[src/rtl/polar_to_cartesian_pipe.sv]
// polar_to_cartesian_pipe: pipelined polar-to-Cartesian converter over a 15-degree quantised full circle.
// Four register levels (fold/LUT, multiply, round/sign, output) share one stall-wide advance enable.
module polar_to_cartesian_pipe #(
    parameter int R_WIDTH     = 8,
    parameter int THETA_WIDTH = 5,
    parameter int TAG_WIDTH   = 4
) (
    input  logic                   clock,
    input  logic                   reset_n,
    input  logic                   in_valid,
    output logic                   in_ready,
    input  logic [R_WIDTH-1:0]     in_r,
    input  logic [THETA_WIDTH-1:0] in_theta,
    input  logic [TAG_WIDTH-1:0]   in_tag,
    output logic                   out_valid,
    input  logic                   out_ready,
    output logic [R_WIDTH:0]       out_x,
    output logic [R_WIDTH:0]       out_y,
    output logic [TAG_WIDTH-1:0]   out_tag,
    output logic                   out_err
);
    localparam int PW = R_WIDTH + 9;
    localparam int OW = R_WIDTH + 1;

    function automatic logic [8:0] f_sin(input logic [2:0] i);
        case (i)
            3'd0:    f_sin = 9'd0;
            3'd1:    f_sin = 9'd66;
            3'd2:    f_sin = 9'd128;
            3'd3:    f_sin = 9'd181;
            3'd4:    f_sin = 9'd222;
            3'd5:    f_sin = 9'd247;
            3'd6:    f_sin = 9'd256;
            default: f_sin = 9'd0;
        endcase
    endfunction

    logic [31:0]          w_k;
    logic                 w_adv, w_err, w_sx, w_sy;
    logic [1:0]           w_q;
    logic [2:0]           w_m;
    logic [8:0]           w_ca, w_cb, w_cx, w_cy;
    logic [OW-1:0]        w_mx, w_my;

    logic                 r_s1_v, r_s1_err, r_s1_sx, r_s1_sy;
    logic [R_WIDTH-1:0]   r_s1_r;
    logic [TAG_WIDTH-1:0] r_s1_tag;
    logic [8:0]           r_s1_cx, r_s1_cy;
    logic                 r_s2_v, r_s2_err, r_s2_sx, r_s2_sy;
    logic [TAG_WIDTH-1:0] r_s2_tag;
    logic [PW-1:0]        r_s2_px, r_s2_py;
    logic                 r_s3_v, r_s3_err;
    logic [TAG_WIDTH-1:0] r_s3_tag;
    logic [OW-1:0]        r_s3_x, r_s3_y;
    logic                 r_o_v, r_o_err;
    logic [TAG_WIDTH-1:0] r_o_tag;
    logic [OW-1:0]        r_o_x, r_o_y;

    assign w_adv    = !r_o_v || out_ready;
    assign in_ready = w_adv;

    // Quadrant fold: odd quadrants swap the sin/cos table lookups.
    assign w_k   = 32'(in_theta);
    assign w_err = w_k > 32'd23;
    assign w_q   = w_k >= 32'd18 ? 2'd3 : w_k >= 32'd12 ? 2'd2 : w_k >= 32'd6 ? 2'd1 : 2'd0;
    assign w_m   = 3'(w_k - 32'd6 * 32'(w_q));
    assign w_ca  = f_sin(w_m);
    assign w_cb  = f_sin(3'd6 - w_m);
    assign w_cx  = w_err ? 9'd0 : (w_q[0] ? w_ca : w_cb);
    assign w_cy  = w_err ? 9'd0 : (w_q[0] ? w_cb : w_ca);
    assign w_sx  = !w_err && (w_q[0] ^ w_q[1]);
    assign w_sy  = !w_err && w_q[1];

    // Round half-up on the unsigned magnitude before negation keeps rounding symmetric.
    assign w_mx = OW'((r_s2_px + PW'(128)) >> 8);
    assign w_my = OW'((r_s2_py + PW'(128)) >> 8);

    always_ff @(posedge clock or negedge reset_n) begin
        if (!reset_n) begin
            r_s1_v   <= 1'b0;
            r_s1_err <= 1'b0;
            r_s1_sx  <= 1'b0;
            r_s1_sy  <= 1'b0;
            r_s1_r   <= '0;
            r_s1_tag <= '0;
            r_s1_cx  <= '0;
            r_s1_cy  <= '0;
            r_s2_v   <= 1'b0;
            r_s2_err <= 1'b0;
            r_s2_sx  <= 1'b0;
            r_s2_sy  <= 1'b0;
            r_s2_tag <= '0;
            r_s2_px  <= '0;
            r_s2_py  <= '0;
            r_s3_v   <= 1'b0;
            r_s3_err <= 1'b0;
            r_s3_tag <= '0;
            r_s3_x   <= '0;
            r_s3_y   <= '0;
            r_o_v    <= 1'b0;
            r_o_err  <= 1'b0;
            r_o_tag  <= '0;
            r_o_x    <= '0;
            r_o_y    <= '0;
        end else if (w_adv) begin
            r_s1_v   <= in_valid;
            r_s1_err <= w_err;
            r_s1_sx  <= w_sx;
            r_s1_sy  <= w_sy;
            r_s1_r   <= in_r;
            r_s1_tag <= in_tag;
            r_s1_cx  <= w_cx;
            r_s1_cy  <= w_cy;
            r_s2_v   <= r_s1_v;
            r_s2_err <= r_s1_err;
            r_s2_sx  <= r_s1_sx;
            r_s2_sy  <= r_s1_sy;
            r_s2_tag <= r_s1_tag;
            r_s2_px  <= {9'd0, r_s1_r} * {R_WIDTH'(0), r_s1_cx};
            r_s2_py  <= {9'd0, r_s1_r} * {R_WIDTH'(0), r_s1_cy};
            r_s3_v   <= r_s2_v;
            r_s3_err <= r_s2_err;
            r_s3_tag <= r_s2_tag;
            r_s3_x   <= r_s2_sx ? -w_mx : w_mx;
            r_s3_y   <= r_s2_sy ? -w_my : w_my;
            r_o_v    <= r_s3_v;
            r_o_err  <= r_s3_err;
            r_o_tag  <= r_s3_tag;
            r_o_x    <= r_s3_x;
            r_o_y    <= r_s3_y;
        end
    end

    assign out_valid = r_o_v;
    assign out_err   = r_o_err;
    assign out_tag   = r_o_tag;
    assign out_x     = r_o_x;
    assign out_y     = r_o_y;
endmodule

[config.mk]
export PLATFORM = sky130hd
export DESIGN_NAME = polar_to_cartesian_pipe
export DESIGN_NICKNAME = d
export VERILOG_FILES = /design/src/rtl/polar_to_cartesian_pipe.sv
export SDC_FILE = /design/constraint.sdc
export NUM_CORES = 1
export LEC_CHECK = 0
export CAP_MARGIN = 20
export CORE_UTILIZATION = 30
export CTS_CLUSTER_SIZE = 24
export DETAILED_ROUTE_END_ITERATION = 8
export PLACE_DENSITY = 0.55
export SLEW_MARGIN = 25
export SYNTH_ARGS = -nofsm -noshare
export SYNTH_HDL_FRONTEND = slang
export SYNTH_SLANG_ARGS = --single-unit
[constraint.sdc]
create_clock -name clock -period 5.92 [get_ports clock]
set_clock_uncertainty 0.2 [all_clocks]
set_input_delay 1.48 -clock clock [delete_from_list [all_inputs] [get_ports clock]]
set_output_delay 1.48 -clock clock [all_outputs]
set_load 0.02 [all_outputs]
# Word level (Yosys, flattened, before mapping)
# Cells that the tools add are included.
[word_totals]
regBits = 124
inputBits = 21
wordCells = 67
[op_classes]
addsub = 6
n_mul = 3
order_cmp = 4
n_eq_ne = 12
muxes = 11
bitwise = 1
reduce_logical = 5
[op_table]
columns = ["op", "count"]
rows = [
  ["9-bit one-hot mux with 6 select lines", 2],
  ["9-bit two-way mux", 6],
  ["17-bit by 8-bit adder with 17-bit output, second input constant", 2],
  ["8-bit by 9-bit multiplier with 17-bit output", 2],
  ["3-bit == test, second input constant", 6],
  ["9-bit negation", 2],
  ["3-bit by 2-bit == test with 1-bit output, second input constant", 4],
  ["3-bit by 1-bit == test with 1-bit output, second input constant", 2],
  ["5-bit by 3-bit greater-or-equal comparator with 1-bit output, second input constant", 1],
  ["5-bit by 4-bit greater-or-equal comparator with 1-bit output, second input constant", 1],
  ["5-bit greater-or-equal comparator, second input constant", 1],
  ["5-bit greater-than comparator, second input constant", 1],
  ["2-bit two-way mux", 2],
  ["3-bit subtractor", 1],
  ["3-bit subtractor, first input constant", 1],
  ["1-bit logical AND", 2],
  ["1-bit zero test", 2],
  ["1-bit by 2-bit multiplier with 2-bit output, first input constant", 1],
  ["1-bit logical OR", 1],
  ["1-bit two-way mux", 1],
  ["1-bit XOR", 1],
]

# Longest topological paths before layout
# Gate-level depths: netlist of the first run.
[logic_depth]
depth_word = 11
mapped_depth = 18
mapped_depth_nobuf = 17

# Worst setup path before layout of the first run
# No wires, ideal clock.
[synth_path]
kind = "register -> register"
start = "register r_s1_r[6]"
end = "register r_s2_py[15]"
setup_time_ps = 94
arrival_time_ps = 4468
t_required_ps = 5626
setup_slack_ps = 1158
path_stages_with_launch = 16
n_path_buf = 1
synth_period_minus_slack_ps = 4762
cell_sequence = "dfrtp_1 clkbuf_1 and2_1 fa_1 fa_1 fa_1 inv_1 fa_1 inv_1 ha_1 a21o_1 a21o_1 a2111oi_0 nor3_1 o211a_1 a211oi_1"
[synth_via]
elab_chain_len = 1
[synth_rtl]
columns = ["element", "line", "rtl"]
rows = [
  ["start, declared", "46", "logic [R_WIDTH-1:0] r_s1_r;"],
  ["start signal, assigned", "110", "r_s1_r <= in_r;"],
  ["8-bit by 9-bit multiplier with 17-bit output", "120", "r_s2_py <= {9'd0, r_s1_r} * {R_WIDTH'(0), r_s1_cy};"],
  ["end signal, assigned", "120", ""],
  ["end, declared", "51", "logic [PW-1:0] r_s2_px, r_s2_py;"],
]
# No other way between the ends.
# A chain may end at the register's enable or synchronous reset.

# Final worst setup path of the first run
[layout_path]
start = "register r_s1_r[7]"
end = "register r_s2_py[15]"
# Same word-level chain as after synthesis.

==> flow_metrics.py, run 1 <==
metrics = {
    "worst_hold_path": {
        "worstHoldStart": "out_x[4]$_DFFE_PN0P_",
        "hold_depth": 2,
        "hp-class": "flop to flop",
        "min_to": "out_x[4]$_DFFE_PN0P_",
    },
    "timing": {
        "drv_slew": 0,
        "min_period_over_period_pct": 85.42,
        "fin_crit_ns": 5.057,
        "setup_viol": 0,
        "grt_setup_unrepaired": "false",
        "worst_pin_slew_ns": 0.9755,
        "hold_viol": 0,
        "fmax_mhz": 197.8,
        "setup_tns_ns": 0,
        "setup_ws_ns": 0.8632,
        "slew_headroom_pct": 34.97,
    },
    "grt": {
        "grt_pass1_vias": 6533,
        "antenna_found_initial": 0,
        "grt_max_degree": 98,
        "grt_pass1_wl_microns": 32090,
        "overflow": 0,
        "gr-usage-all-layers_pct": 12.60,
    },
    "logic_synthesis": {
        "synth_edf_count": 0,
        "yosysWarnings": 0,
        "synth_cell_type_count": 61,
        "ys_async_sr_fraction_pct": 100.0,
        "seq_area_frac_synth_pct": 28.30,
        "ys_seq_elements": 104,
        "synth_ff_type": "dfrtp_1",
        "synth_area_sq_mm": 0.009196,
        "synth_cells": 1040,
        "syn-mean-instance-area_sq_um": 8.843,
        "syn-num-nets": 1216,
    },
    "floorplanning": {
        "chipWidth_microns": 177.1,
        "core.rowCount": 63,
        "core_area_sq_mm": 0.02987,
        "die-area_sq_mm": 0.03136,
        "ios": 46,
        "fp.dieH_microns": 177.1,
        "initial_core_util_pct": 30.78,
    },
    "clock_tree": {
        "ctsResizeCount": 0,
        "hold_buffers": 0,
        "clk_latency_ns": 0.36,
        "clkSinkCount": 104,
        "cts.clk_slew.worst_paths_ns": 0.08,
        "cts_tree": "yes",
        "clock_tree.root_cell": "clkbuf_16",
        "clock_path_buffers": 2,
        "cts_buffers": 9,
        "cts_setup_buffers": 0,
        "h-tree-depth": 3,
    },
    "layout": {
        "n_antenna_cell": 0,
        "utilization_pct": 34.27,
        "areaGrowthSynthToFinish_pct": 11.33,
        "final_cell_mix": "215 x nand2_1, 149 x inv_1, 104 x dfrtp_1, 82 x fa_1, 73 x ha_1",
        "nets": 1225,
        "drive_gt1_share_pct": 3.605,
        "final_common_cell": "nand2_1",
    },
    "power": {
        "ir_worst_vdd_uv": 206.0,
        "p_leak_nw": 5.147,
        "total_power_mw": 5.189,
        "power_density_mw_per_mm2": 506.8,
    },
    "setup_path": {
        "cp-end-kind": "flop",
        "critPathLaunchType": "flop",
        "critPathKind": "flop to flop",
        "path_max_fanout": 13,
        "worstRegToRegCells": 16,
        "r2r_setup_slack_ns": 0.86,
        "r2r-start": "r_s1_r[7]$_DFFE_PN0P_",
        "timing.rr.end": "r_s2_py[15]$_DFFE_PN0P_",
        "critPathRequiredTime_ns": 5.98,
        "critPathArrivalTime_ns": 5.12,
    },
    "route": {
        "postRouteAntennaNets": 0,
        "vias": 6549,
        "drtIter0Drc": 270,
        "dr.pass1.iters": 5,
        "routedWlPerCell_microns": 12.89,
        "finalWirelength_microns": 18620,
        "drc": 0,
        "viasPerCell": 4.535,
    },
    "placement": {
        "dpl.hpwl_microns": 14390,
        "port_buffers": 45,
        "pre_cts_slack_ns": 0.9230,
        "place_congestion": 0.8395,
    },
    "job": {
        "maxCapViolCount": 0,
    },
    "run_status": {
        "status": "finished, final reports clean",
    },
}
==> state kept, by name (all words and copies together), names as in the netlist, 4 cells and up <==
signal    flops
r_s3_tag      4
out_y         9
r_s1_r        8
r_s3_y        9
r_s1_cx       6
r_s2_tag      4
r_s3_x        9
r_s2_py      10
out_x         9
r_s1_cy       6
out_tag       4
r_s1_tag      4
r_s2_px      10
==> synthesized netlist by cell type (4+ instances only) <==
cell type	number	area share, %
a211oi_1	4	0.33
a21boi_0	4	0.33
a21o_1	8	0.65
a21oi_1	32	1.7
a22o_1	10	0.95
a31oi_1	4	0.27
and2_1	68	4.6
buf_2	9	0.49
clkbuf_1	36	1.5
dfrtp_1	104	28
fa_1	82	18
ha_1	73	9.9
inv_1	150	6.1
mux2i_1	4	0.44
nand2_1	215	8.8
nand2b_1	8	0.54
nand3_1	16	0.87
nand3_2	4	0.44
nand4_1	7	0.48
nor2_1	34	1.4
nor3_1	10	0.54
o21a_1	5	0.41
o21ai_0	36	2.0
o31ai_1	4	0.33
xnor2_1	27	2.6
xor2_1	24	2.3
==> layer usage <==
layer  up-vias  GRT usage, %  routed length (microns)
met5         -             0                        0
met3        21         1.954                      434
li1       3322             -                        -
met2        69         21.21                     9020
met4         0         3.592                      323
met1      3137         16.61                     8838
==> worst max path at each step <==
stage                                    endpoint                   from  cells past startpoint  slack [ns]
final                     r_s2_py[15]$_DFFE_PN0P_  r_s1_r[7]$_DFFE_PN0P_                     16        0.86
after floorplan           r_s2_py[15]$_DFFE_PN0P_  r_s1_r[6]$_DFFE_PN0P_                     15        1.16
after CTS                 r_s2_py[15]$_DFFE_PN0P_  r_s1_r[7]$_DFFE_PN0P_                     16        0.87
after global placement    r_s2_py[15]$_DFFE_PN0P_  r_s1_r[7]$_DFFE_PN0P_                     16        0.99
after global routing      r_s2_py[15]$_DFFE_PN0P_  r_s1_r[7]$_DFFE_PN0P_                     16        0.66
after detailed placement  r_s2_py[15]$_DFFE_PN0P_  r_s1_r[7]$_DFFE_PN0P_                     16        0.92
==> kinds of logic (layout without fill, tap and decap cells) <==
family | after synthesis | after routing | share of synthesized area, %
DFF | 104 | 104 | 28.30
xor gates and xnor gates | 53 | 53 | 5.211
muxes | 5 | 5 | 0.5578
AOI/OAI and AO/OA | 136 | 136 | 9.891
adders and majority gates | 157 | 157 | 28.00
buffers and inverters | 201 | 215 | 8.667
and+or+nand+nor | 384 | 384 | 19.37
==> critical path: stages, from the launching register on <==
cell and delay (ns):
dfrtp_1 0.59, and2_1 0.25, inv_1 0.08, fa_1 0.54, inv_1 0.06, fa_1 0.44, fa_1 0.52, inv_1 0.06
fa_1 0.53, inv_1 0.04, ha_1 0.35, a21o_1 0.19, a21o_1 0.18, a2111oi_0 0.41, nor3_1 0.14, o211a_1 0.22
a211oi_1 0.19
==> cell type report <==
type / instances / area, sq um
well taps: 390 / 488.0
fillers: 3056 / 19640
clock buffers: 9 / 225.2
repair buffers: 49 / 478.0
clock inverters: 7 / 76.32
flip-flops and latches: 104 / 2603
multi-input cells: 735 / 5804
inverters: 150 / 564.3
==> power breakdown <==
part           internal [mW]  leakage [nW]  switching, mW
Clock                  0.299         0.146          0.308
Combinational           1.37          3.73           1.84
Sequential              1.03          1.27          0.340
Total                   2.70          5.15           2.49
==> through the flow <==
| step | cells | hold WS (ns) | area (sq um) |
|---|---|---|---|
| floorplan | 1040 | 0.2300 | 9196 |
| global placement | 1428 | 0.2483 | 9937 |
| detailed placement | 1428 | 0.2564 | 9937 |
| CTS | 1444 | 0.2736 | 10240 |
| global route | 1444 | 0.2928 | 10240 |
| finish | 1444 | 0.2674 | 10240 |
(Power assumes the default switching activity.)
==> run 2: changes to the inputs <==
--- a/config.mk
+++ b/config.mk
@@ -9,6 +9,7 @@
 export CORE_UTILIZATION = 30
 export CTS_CLUSTER_SIZE = 24
 export DETAILED_ROUTE_END_ITERATION = 8
+export GPL_TIMING_DRIVEN = 0
 export PLACE_DENSITY = 0.55
 export SLEW_MARGIN = 25
 export SYNTH_ARGS = -nofsm -noshare
==> constraint.sdc (replaced) <==
create_clock -name clock -period 5.92 [get_ports clock]
set_clock_uncertainty 0.2 [all_clocks]
set_input_delay 1.48 -clock clock [delete_from_list [all_inputs] [get_ports clock]]
set_output_delay 1.48 -clock clock [all_outputs]
set_load 0.005 [all_outputs]
==> flow_metrics.py, run 2 (synthesized netlist as in run 1, its figures left out) <==
metrics = {
    "setup_path": {
        "crit_chain": "clkdlybuf4s50_1, nor2b_1, clkbuf_1, inv_1, clkbuf_1, clkbuf_1, clkdlybuf4s50_1",
        "path_max_fanout": 10,
        "critPathLaunchType": "input pin",
        "crit_top_cell": "clkbuf_1",
        "critPathMaxStageDelay_ns": 0.63,
        "cpMaxStageDelayCell": "clkdlybuf4s50_1",
        "path_buf_inv": 6,
        "critPathRequiredTime_ns": 4.24,
        "cp-end-kind": "output port",
        "critPathArrivalTime_ns": 4.05,
        "critPathTopFamily": "buffers and inverters",
        "critPathKind": "input pin to output port",
    },
    "grt": {
        "grt_pass1_wl_microns": 35790,
        "grt_max_degree": 64,
        "grt_pass1_vias": 6996,
        "antenna_found_initial": 0,
        "gr-usage-all-layers_pct": 14.45,
        "overflow": 0,
    },
    "layout": {
        "drive_gt1_share_pct": 4.277,
        "layout.cells.non_filler": 1489,
        "top_regs": "r_s2_px: 10 flops, r_s2_py: 10 flops",
        "n_antenna_cell": 0,
        "areaGrowthSynthToFinish_pct": 13.41,
        "final_cell_mix": "215 x nand2_1, 150 x inv_1, 104 x dfrtp_1, 82 x fa_1, 73 x ha_1",
        "design_area_sq_mm": 0.01043,
        "n_fill_cell": 3060,
        "nets": 1270,
        "final_common_cell": "nand2_1",
    },
    "route": {
        "finalWirelength_microns": 20940,
        "dr.pass1.iters": 4,
        "viasPerCell": 4.578,
        "wl_met1_microns": 9860,
        "route.met2.wl_microns": 10280,
        "postRouteAntennaNets": 0,
        "vias": 6817,
        "dr_wl_met3_microns": 582,
        "routedWlPerCell_microns": 14.07,
        "drtIter0Drc": 268,
        "highest_layer": "met4",
        "drc": 0,
    },
    "clock_tree": {
        "clk_latency_ns": 0.36,
        "cts_tree": "yes",
        "cts_buffers": 9,
        "clkSinkCount": 104,
        "cts_setup_buffers": 0,
        "h-tree-depth": 3,
        "cts.clk_slew.worst_paths_ns": 0.07,
        "clock_path_buffers": 2,
        "clock_tree.root_cell": "clkbuf_16",
        "ctsResizeCount": 0,
        "hold_buffers": 0,
    },
    "placement": {
        "pre_cts_slack_ns": 0.1907,
        "dpl.hpwl_microns": 16900,
        "place_congestion": 0.8200,
        "port_buffers": 42,
        "dp_cells": 1473,
        "place_area_sq_mm": 0.01013,
    },
    "timing": {
        "hold_viol": 0,
        "setup_viol": 0,
        "worst_pin_slew_ns": 0.8164,
        "slew_headroom_pct": 45.57,
        "fin_crit_ns": 5.730,
        "min_period_over_period_pct": 96.80,
        "setup_ws_ns": 0.1896,
        "drv_slew": 0,
        "grt_setup_unrepaired": "false",
        "fmax_mhz": 174.5,
        "whs_ns": 0.2660,
    },
    "floorplanning": {
        "initial_core_util_pct": 30.78,
        "chipWidth_microns": 177.1,
        "core.rowCount": 63,
        "ios": 46,
        "core_area_sq_mm": 0.02987,
        "die-area_sq_mm": 0.03136,
        "fp.dieH_microns": 177.1,
    },
    "worst_hold_path": {
        "hp-class": "flop to flop",
    },
    "power": {
        "power_density_mw_per_mm2": 503.2,
        "p_leak_nw": 5.239,
        "ir_worst_vdd_uv": 152.2,
    },
    "run_status": {
        "status": "finished, final reports clean",
    },
    "job": {
        "maxCapViolCount": 0,
    },
}
-- run 2: cell types whose count changed in the layout (fill, tap and decap cells not counted), moves of 2 or more --
cell / change
buf_2: +9
buf_4: -3
buf_6: +4
clkbuf_1: +37
clkdlybuf4s50_1: -3
clkinv_4: -3
clkinv_8: -2
-- run 2: final timing paths --
path	endpoint	slack, ns	from	depth (start not counted)
hold reg to reg	out_err$_DFFE_PN0P_	0.27	out_err$_DFFE_PN0P_	2
min in group asynchronous	out_x[5]$_DFFE_PN0P_	0.83	reset_n	1
max in group asynchronous	r_s2_sy$_DFFE_PN0P_	4.05	reset_n	2
hold / removal	out_err$_DFFE_PN0P_	0.27	out_err$_DFFE_PN0P_	2
setup / recovery	in_ready	0.19	out_ready	7
setup reg to reg	r_s2_py[15]$_DFFE_PN0P_	0.52	r_s1_r[6]$_DFFE_PN0P_	15
-- run 2: through the flow --
step,utilization [%],power (mW),TNS (ns)
detailed placement,33.92,4.695,0
floorplan,-,3.706,0
global placement,33.82,4.663,-98.35
global route,34.91,5.884,0
finish,34.91,5.248,0
CTS,34.91,5.344,0
-- run 2: worst min-delay path: stages, from the launching register on --
cell and delay, ns:
dfrtp_1 0.34, nand2_1 0.05, nand2_1 0.05
-- run 2: routing by layer --
layer / vias to the layer above / track usage [%]
li1: 3406 / -
met1: 3336 / 19.69
met5: - / 0
met3: 14 / 1.804
met2: 61 / 24.37
met4: 0 / 3.053
-- run 2: layout make-up --
| class | instances | area, sq um | area share (%) |
|---|---|---|---|
| Timing Repair Buffer | 43 | 449.2 | 4.307 |
| Inverter | 150 | 563.0 | 5.398 |
| Multi-Input combinational cell | 735 | 5797 | 55.58 |
| Tap cell | 390 | 488.0 | 4.679 |
| Sequential cell | 104 | 2603 | 24.95 |
| Clock inverter | 6 | 67.56 | 0.6478 |
| Buffer | 51 | 234.0 | 2.243 |
| Clock buffer | 10 | 229.0 | 2.195 |
-- run 2: report_power, final --
part,switching [mW],internal (mW)
clock network,0.280,0.331
logic,1.96,1.42
registers,0.228,1.03
==> run 3: changes to the inputs <==
--- a/config.mk
+++ b/config.mk
@@ -5,7 +5,6 @@
 export SDC_FILE = /design/constraint.sdc
 export NUM_CORES = 1
 export LEC_CHECK = 0
-export CAP_MARGIN = 20
 export CORE_UTILIZATION = 30
 export CTS_CLUSTER_SIZE = 24
 export DETAILED_ROUTE_END_ITERATION = 8
==> results of run 3 <==
Same layout as run 2: the final DEF is identical, and so are final timing and power.
